==> src/rtl/aes_round_ctrl.sv <==
// AES-128 round sequencer: IDLE -> INIT -> ROUND(1..9) -> FINAL -> DONE, Moore enables from registered state.
// Optional macro AES_CTRL_BACK2BACK_EN lets DONE accept the next block directly (12-cycle throughput).
//
// state   | meaning
// IDLE    | waiting for a block, in_ready=1
// INIT    | state reg takes Message^K0, round_idx=0
// ROUND   | rounds 1..9 with mixcolumns
// FINAL   | round 10, mixcolumns bypassed
// DONE    | cipher valid, held until out_ready
module aes_round_ctrl (
   input  logic       clk,
   input  logic       rst,
   input  logic       in_valid,
   output logic       in_ready,
   output logic       out_valid,
   input  logic       out_ready,
   output logic       load_en,
   output logic       init_sel,
   output logic       state_en,
   output logic       mix_bypass,
   output logic [3:0] round_idx,
   output logic       busy
);

   typedef enum logic [2:0] {
      S_IDLE  = 3'd0,
      S_INIT  = 3'd1,
      S_ROUND = 3'd2,
      S_FINAL = 3'd3,
      S_DONE  = 3'd4
   } state_t;

   state_t     state_q, state_d;
   logic [3:0] idx_q, idx_d;
   logic       init_sel_q, state_en_q, mix_bypass_q, out_valid_q, busy_q;
   logic       in_ready_d;

   always_comb begin
      in_ready_d = 1'b0;
      case (state_q)
         S_IDLE:  in_ready_d = 1'b1;
`ifdef AES_CTRL_BACK2BACK_EN
         S_DONE:  in_ready_d = out_ready;
`endif
         default: in_ready_d = 1'b0;
      endcase
   end

   assign in_ready = in_ready_d;
   assign load_en  = in_ready_d & in_valid;

   always_comb begin
      state_d = S_IDLE;
      idx_d   = 4'd0;
      case (state_q)
         S_IDLE: begin
            if (in_valid) state_d = S_INIT;
         end
         S_INIT: begin
            state_d = S_ROUND;
            idx_d   = 4'd1;
         end
         S_ROUND: begin
            // >= rather than == so a corrupted index can never pass 10
            if (idx_q >= 4'd9) begin
               state_d = S_FINAL;
               idx_d   = 4'd10;
            end else begin
               state_d = S_ROUND;
               idx_d   = idx_q + 4'd1;
            end
         end
         S_FINAL: begin
            state_d = S_DONE;
            idx_d   = 4'd10;
         end
         S_DONE: begin
            if (!out_ready) begin
               state_d = S_DONE;
               idx_d   = 4'd10;
            end else if (load_en) begin
               state_d = S_INIT;
            end
         end
         default: begin
            state_d = S_IDLE;
            idx_d   = 4'd0;
         end
      endcase
   end

   // Enables are decoded from the next state so they line up with state_q without decode glitches
   always_ff @(posedge clk) begin
      if (rst) begin
         state_q      <= S_IDLE;
         idx_q        <= 4'd0;
         init_sel_q   <= 1'b0;
         state_en_q   <= 1'b0;
         mix_bypass_q <= 1'b0;
         out_valid_q  <= 1'b0;
         busy_q       <= 1'b0;
      end else begin
         state_q      <= state_d;
         idx_q        <= idx_d;
         init_sel_q   <= (state_d == S_INIT);
         state_en_q   <= (state_d == S_INIT) || (state_d == S_ROUND) || (state_d == S_FINAL);
         mix_bypass_q <= (state_d == S_FINAL);
         out_valid_q  <= (state_d == S_DONE);
         busy_q       <= (state_d != S_IDLE);
      end
   end

   assign round_idx  = idx_q;
   assign init_sel   = init_sel_q;
   assign state_en   = state_en_q;
   assign mix_bypass = mix_bypass_q;
   assign out_valid  = out_valid_q;
   assign busy       = busy_q;

endmodule
==> config.mk <==
export PLATFORM = sky130hd
export DESIGN_NAME = aes_round_ctrl
export DESIGN_NICKNAME = d
export VERILOG_FILES = /design/src/rtl/aes_round_ctrl.sv
export SDC_FILE = /design/constraint.sdc
export NUM_CORES = 1
export LEC_CHECK = 0
export ABC_AREA = 1
export CORE_MARGIN = 4
export CORE_UTILIZATION = 35
export CTS_CLUSTER_DIAMETER = 100
export DETAILED_ROUTE_END_ITERATION = 6
export DONT_BUFFER_PORTS = 1
export PLACE_DENSITY_LB_ADDON = 0.12
export RECOVER_POWER = 25
export SETUP_SLACK_MARGIN = 0.2
export SLEW_MARGIN = 15
export SYNTH_ARGS = -nofsm -noshare
export SYNTH_HDL_FRONTEND = slang
export SYNTH_SLANG_ARGS = --single-unit
==> constraint.sdc <==
create_clock -name clk -period 2.79 [get_ports clk]
set_input_delay 0.6975 -clock clk [delete_from_list [all_inputs] [get_ports clk]]
set_output_delay 0.6975 -clock clk [all_outputs]
set_load 0.005 [all_outputs]
; ---- Word level (Yosys, flattened, before mapping)
; Cells that the tools add are included.
[word_totals]
out_inout_bits = 11
inputBits = 4
wordCells = 31
register_bits = 12
[classes]
magnitude_cmp = 1
reduce_logical = 4
bitwise_logic = 1
n_mux = 9
n_eq_ne = 8
n_addsub = 1
[op_table]
columns = operator, n
row1 = $pmux W4 S4, 1
row2 = $pmux W3 S5, 1
row3 = $eq A3 B2 Y1 const B, 4
row4 = $mux W4, 2
row5 = $eq A3 B1 Y1 const B, 2
row6 = $eq A3 B3 Y1 const B, 2
row7 = $add A4 B1 Y4 const B, 1
row8 = $ge A4 B4 Y1 const B, 1
row9 = $mux W1, 4
row10 = $logic_not A3 Y1, 1
row11 = $mux W3, 1
row12 = $reduce_bool A3 Y1, 1
row13 = $logic_or A1 B1 Y1, 2
row14 = $and A1 B1 Y1, 1

; ---- Depth between registers and ports, before layout
[logic_depth]
depth_word = 9
depth_mapped = 8
ltp_nobuf = 8

; ---- Least setup slack after synthesis
; No wires, ideal clock.
[synth_timing]
kind = in2out
start = input port in_valid
end = output port load_en
t_arrival_ns = 0.817
required_ns = 2.092
stages = 2
slack_ns = 1.276
cell_sequence = nand2_2 > inv_1
[synth_via]
elab_chain_len = 1
[synth_lines]
columns = element, line_no
row1 = start: declaration, 13  ; input logic in_valid,
row2 = $and A1 B1 Y1, 50  ; assign load_en = in_ready_d & in_valid;
row3 = end: declaration, 17  ; output logic load_en,
; Every way passes these cells.

; ---- Worst setup path after layout
[layout_timing]
start = register state_q[0]
end = output port load_en
[layout_via]
elab_chain_len = 3
[layout_lines]
columns = element, line_no
row1 = start: declaration, 33  ; state_t state_q, state_d;
row2 = start signal: assignment, 103  ; state_q <= state_d;
row3 = $logic_not A3 Y1, 40  ; case (state_q)
row4 = $mux W1, 40
row5 = via in_ready, 14  ; output logic in_ready,
row6 = $and A1 B1 Y1, 50
; The timed path passes the listed nets, and every way through them passes these cells.

==> qor.yml <==
cts_setup_buffers: 0
syn_avg_cell_area_um2: 8.27
numCtsBuffers: 3
path_cells: "nor3_1, nand2_2, inv_1"
ir_drop_mv: 0.349
grt_pass1_wl_um: 1480
hpwl_um: 680
multiInputGateArea_um2: 206
fp.dieArea_mm2: 0.00211
hold_violations: 0
nFillCells: 152
crit_required_ns: 2.09
drive_gt1_share_pct: 13.8
worst_pin_slew_ns: 0.414
met3_length_um: 84
yosysUniqueCellTypes: 13
synth-seq-cells: 12
fin_nets: 73
die_h_um: 46.0
diodes: 0
status: "finished clean"
io_pins: 15
arrival_ns: 1.23
yosys.area.top_type: "dfxtp_1"
track_usage_pct: 10.3
syn_area_um2: 504
slowest_delay_ns: 0.39
wl_per_cell_um: 10.8
maxUsedRoutingLayer: "met4"
drt_first_pass_iters: 2
cp-end-kind: "output pin"
port_buffers: 0
reg2reg_slack_ns: 1.54
gp_congestion: 0.713
crit_type: "reg2out"
clkSinkCount: 12
area_growth_pct: 8.44
rsz0062_at_grt: "no"
post-route-drc-count: 0
startpoint_type: "flip-flop"
synth.top_cell.area_share_pct: 47.6
antenna_found_initial: 0
synth.area.top_cells: "dfxtp_1 48%, inv_1 8.9%, nand2_1 8.2%, ha_1 7.4%, nor2_1 5.2%"
wl_um: 862
start_util_pct: 37.8
clk_path_buf_depth: 2
slowest_stage: "nor3_1"
tns_ns: 0
syn_nets: 68
cts_tree: "built"
fin_crit_ns: 1.92
clkTransAtPathRegs_ns: 0.07
grt_pass1_vias: 338
wl_met2_um: 350
grt_overflow: 0
maxCapViolations: 0
p_per_area_mw_per_mm2: 642
wl_met1_um: 419
cts_hold_buffers: 0
via_per_inst: 4.54
cp_max_fo: 5
finClkSkew_ns: 0.00506
hold_class: "in2reg"
critPathTopFamily: "simple AND/OR/NAND/NOR gates"
num_rows: 13
grt_max_degree: 8
path_buf_inv: 1
synth-seq-area-share_pct: 47.6
dr.first_iter.drc_count: 1
clkLatencyLatePin_ns: 0.27
via_count: 363
register_area_um2: 240
maxSlewViolCount: 0
p_leak_nw: 0.296
yosys_warnings: 0
postRouteAntennaNets: 0
htreeDepth: 1
synthCells: 61
fin_crit_sh_pct: 69.0
cts_resized: 0
whs_ns: 0.487
postLayoutCoreUtil_pct: 41.0
setup_viol: 0
die_w_um: 46.0
root_buffer: "clkbuf_4"
maxSlewHeadroom_pct: 72.2
fmaxAchievable_mhz: 520
coreArea_mm2: 0.00133
## through the flow
stage | instances | total power (W) | area, um^2 | setup WS, ns
2_1_floorplan | 61 | 0.000219 | 504 | 1.28
5_1_grt | 80 | 0.000380 | 547 | 0.658
6_report | 80 | 0.000351 | 547 | 0.866
3_3_place_gp | 76 | 0.000225 | 523 | 1.24
3_5_place_dp | 76 | 0.000225 | 523 | 1.23
4_1_cts | 80 | 0.000360 | 559 | 0.919
## cells in the mapped netlist
library cell / count
dfxtp_1: 12
inv_1: 12
nand2_1: 11
nor2_1: 7
a21oi_1: 4
ha_1: 3
nand2_2: 3
nand3_1: 3
nand3_2: 2
nand3b_1: 1
nor2_4: 1
nor3_2: 1
o2111a_1: 1
## flip-flops by register name (all words and copies together), names as in the netlist
register    cells
round_idx       4
init_sel        1
out_valid       1
state_en        1
state_q         3
busy            1
mix_bypass      1
## final cells by class
| class | count | area share (%) |
|---|---|---|
| sequential | 12 | 43.9 |
| tap | 15 | 3.43 |
| clock buffer | 4 | 6.64 |
| inverter | 12 | 8.24 |
| multi-input combinational | 37 | 37.8 |
## routing by layer
metal / track usage [%] / vias to the layer above
met4: 5.11 / 0
met2: 12.9 / 12
met3: 7.11 / 2
li1: - / 195
met1: 13.0 / 154
met5: 0 / -
## worst reg2reg max path, stage by stage, from the launching register on
cell	delay [ns]
dfxtp_1	0.39
inv_1	0.08
ha_1	0.17
nor2_1	0.08
nand2_1	0.08
nand2_1	0.11
nand2_1	0.06
a21oi_1	0.12
nor2_1	0.05
## path summary, 6_finish.rpt
kind                                start                       to  depth (start not counted)
setup / recovery    state_q[0]$_SDFF_PP0_                  load_en                          3
hold reg to reg   round_idx[3]$_SDFF_PP0_    mix_bypass$_SDFF_PP0_                          2
hold / removal                        rst  round_idx[0]$_SDFF_PP0_                          1
setup reg to reg  round_idx[1]$_SDFF_PP0_  round_idx[1]$_SDFF_PP0_                          8
## cells by family (layout without fill, tap and decap cells)
group                      after synthesis  count (layout)  synth area share (%)
adders and majority gates                3               3                  7.44
DFF                                     12              12                  47.6
AOI/OAI and AO/OA                        5               5                  6.20
and+or+nand+nor                         29              29                  29.8
buffers and inverters                   12              16                  8.93
## power by group
group          leakage, nW  internal [W]  switching, W
registers           0.0981      0.000181    0.00000767
logic                0.177     0.0000108     0.0000186
clock network       0.0210     0.0000793     0.0000543
total                0.296      0.000271     0.0000805
## cells in the final DEF (no fill, tap or decap)
cell type / synthesis / final
nand3_2: 2 / 2
dfxtp_1: 12 / 12
nand2_1: 11 / 11
a21oi_1: 4 / 4
clkbuf_8: 0 / 1
o2111a_1: 1 / 1
clkbuf_4: 0 / 3
nand3b_1: 1 / 1
ha_1: 3 / 3
nand2_2: 3 / 3
inv_1: 12 / 12
nor2_1: 7 / 8
nor3_1: 0 / 1
nand3_1: 3 / 3
(Power assumes the default switching activity.)
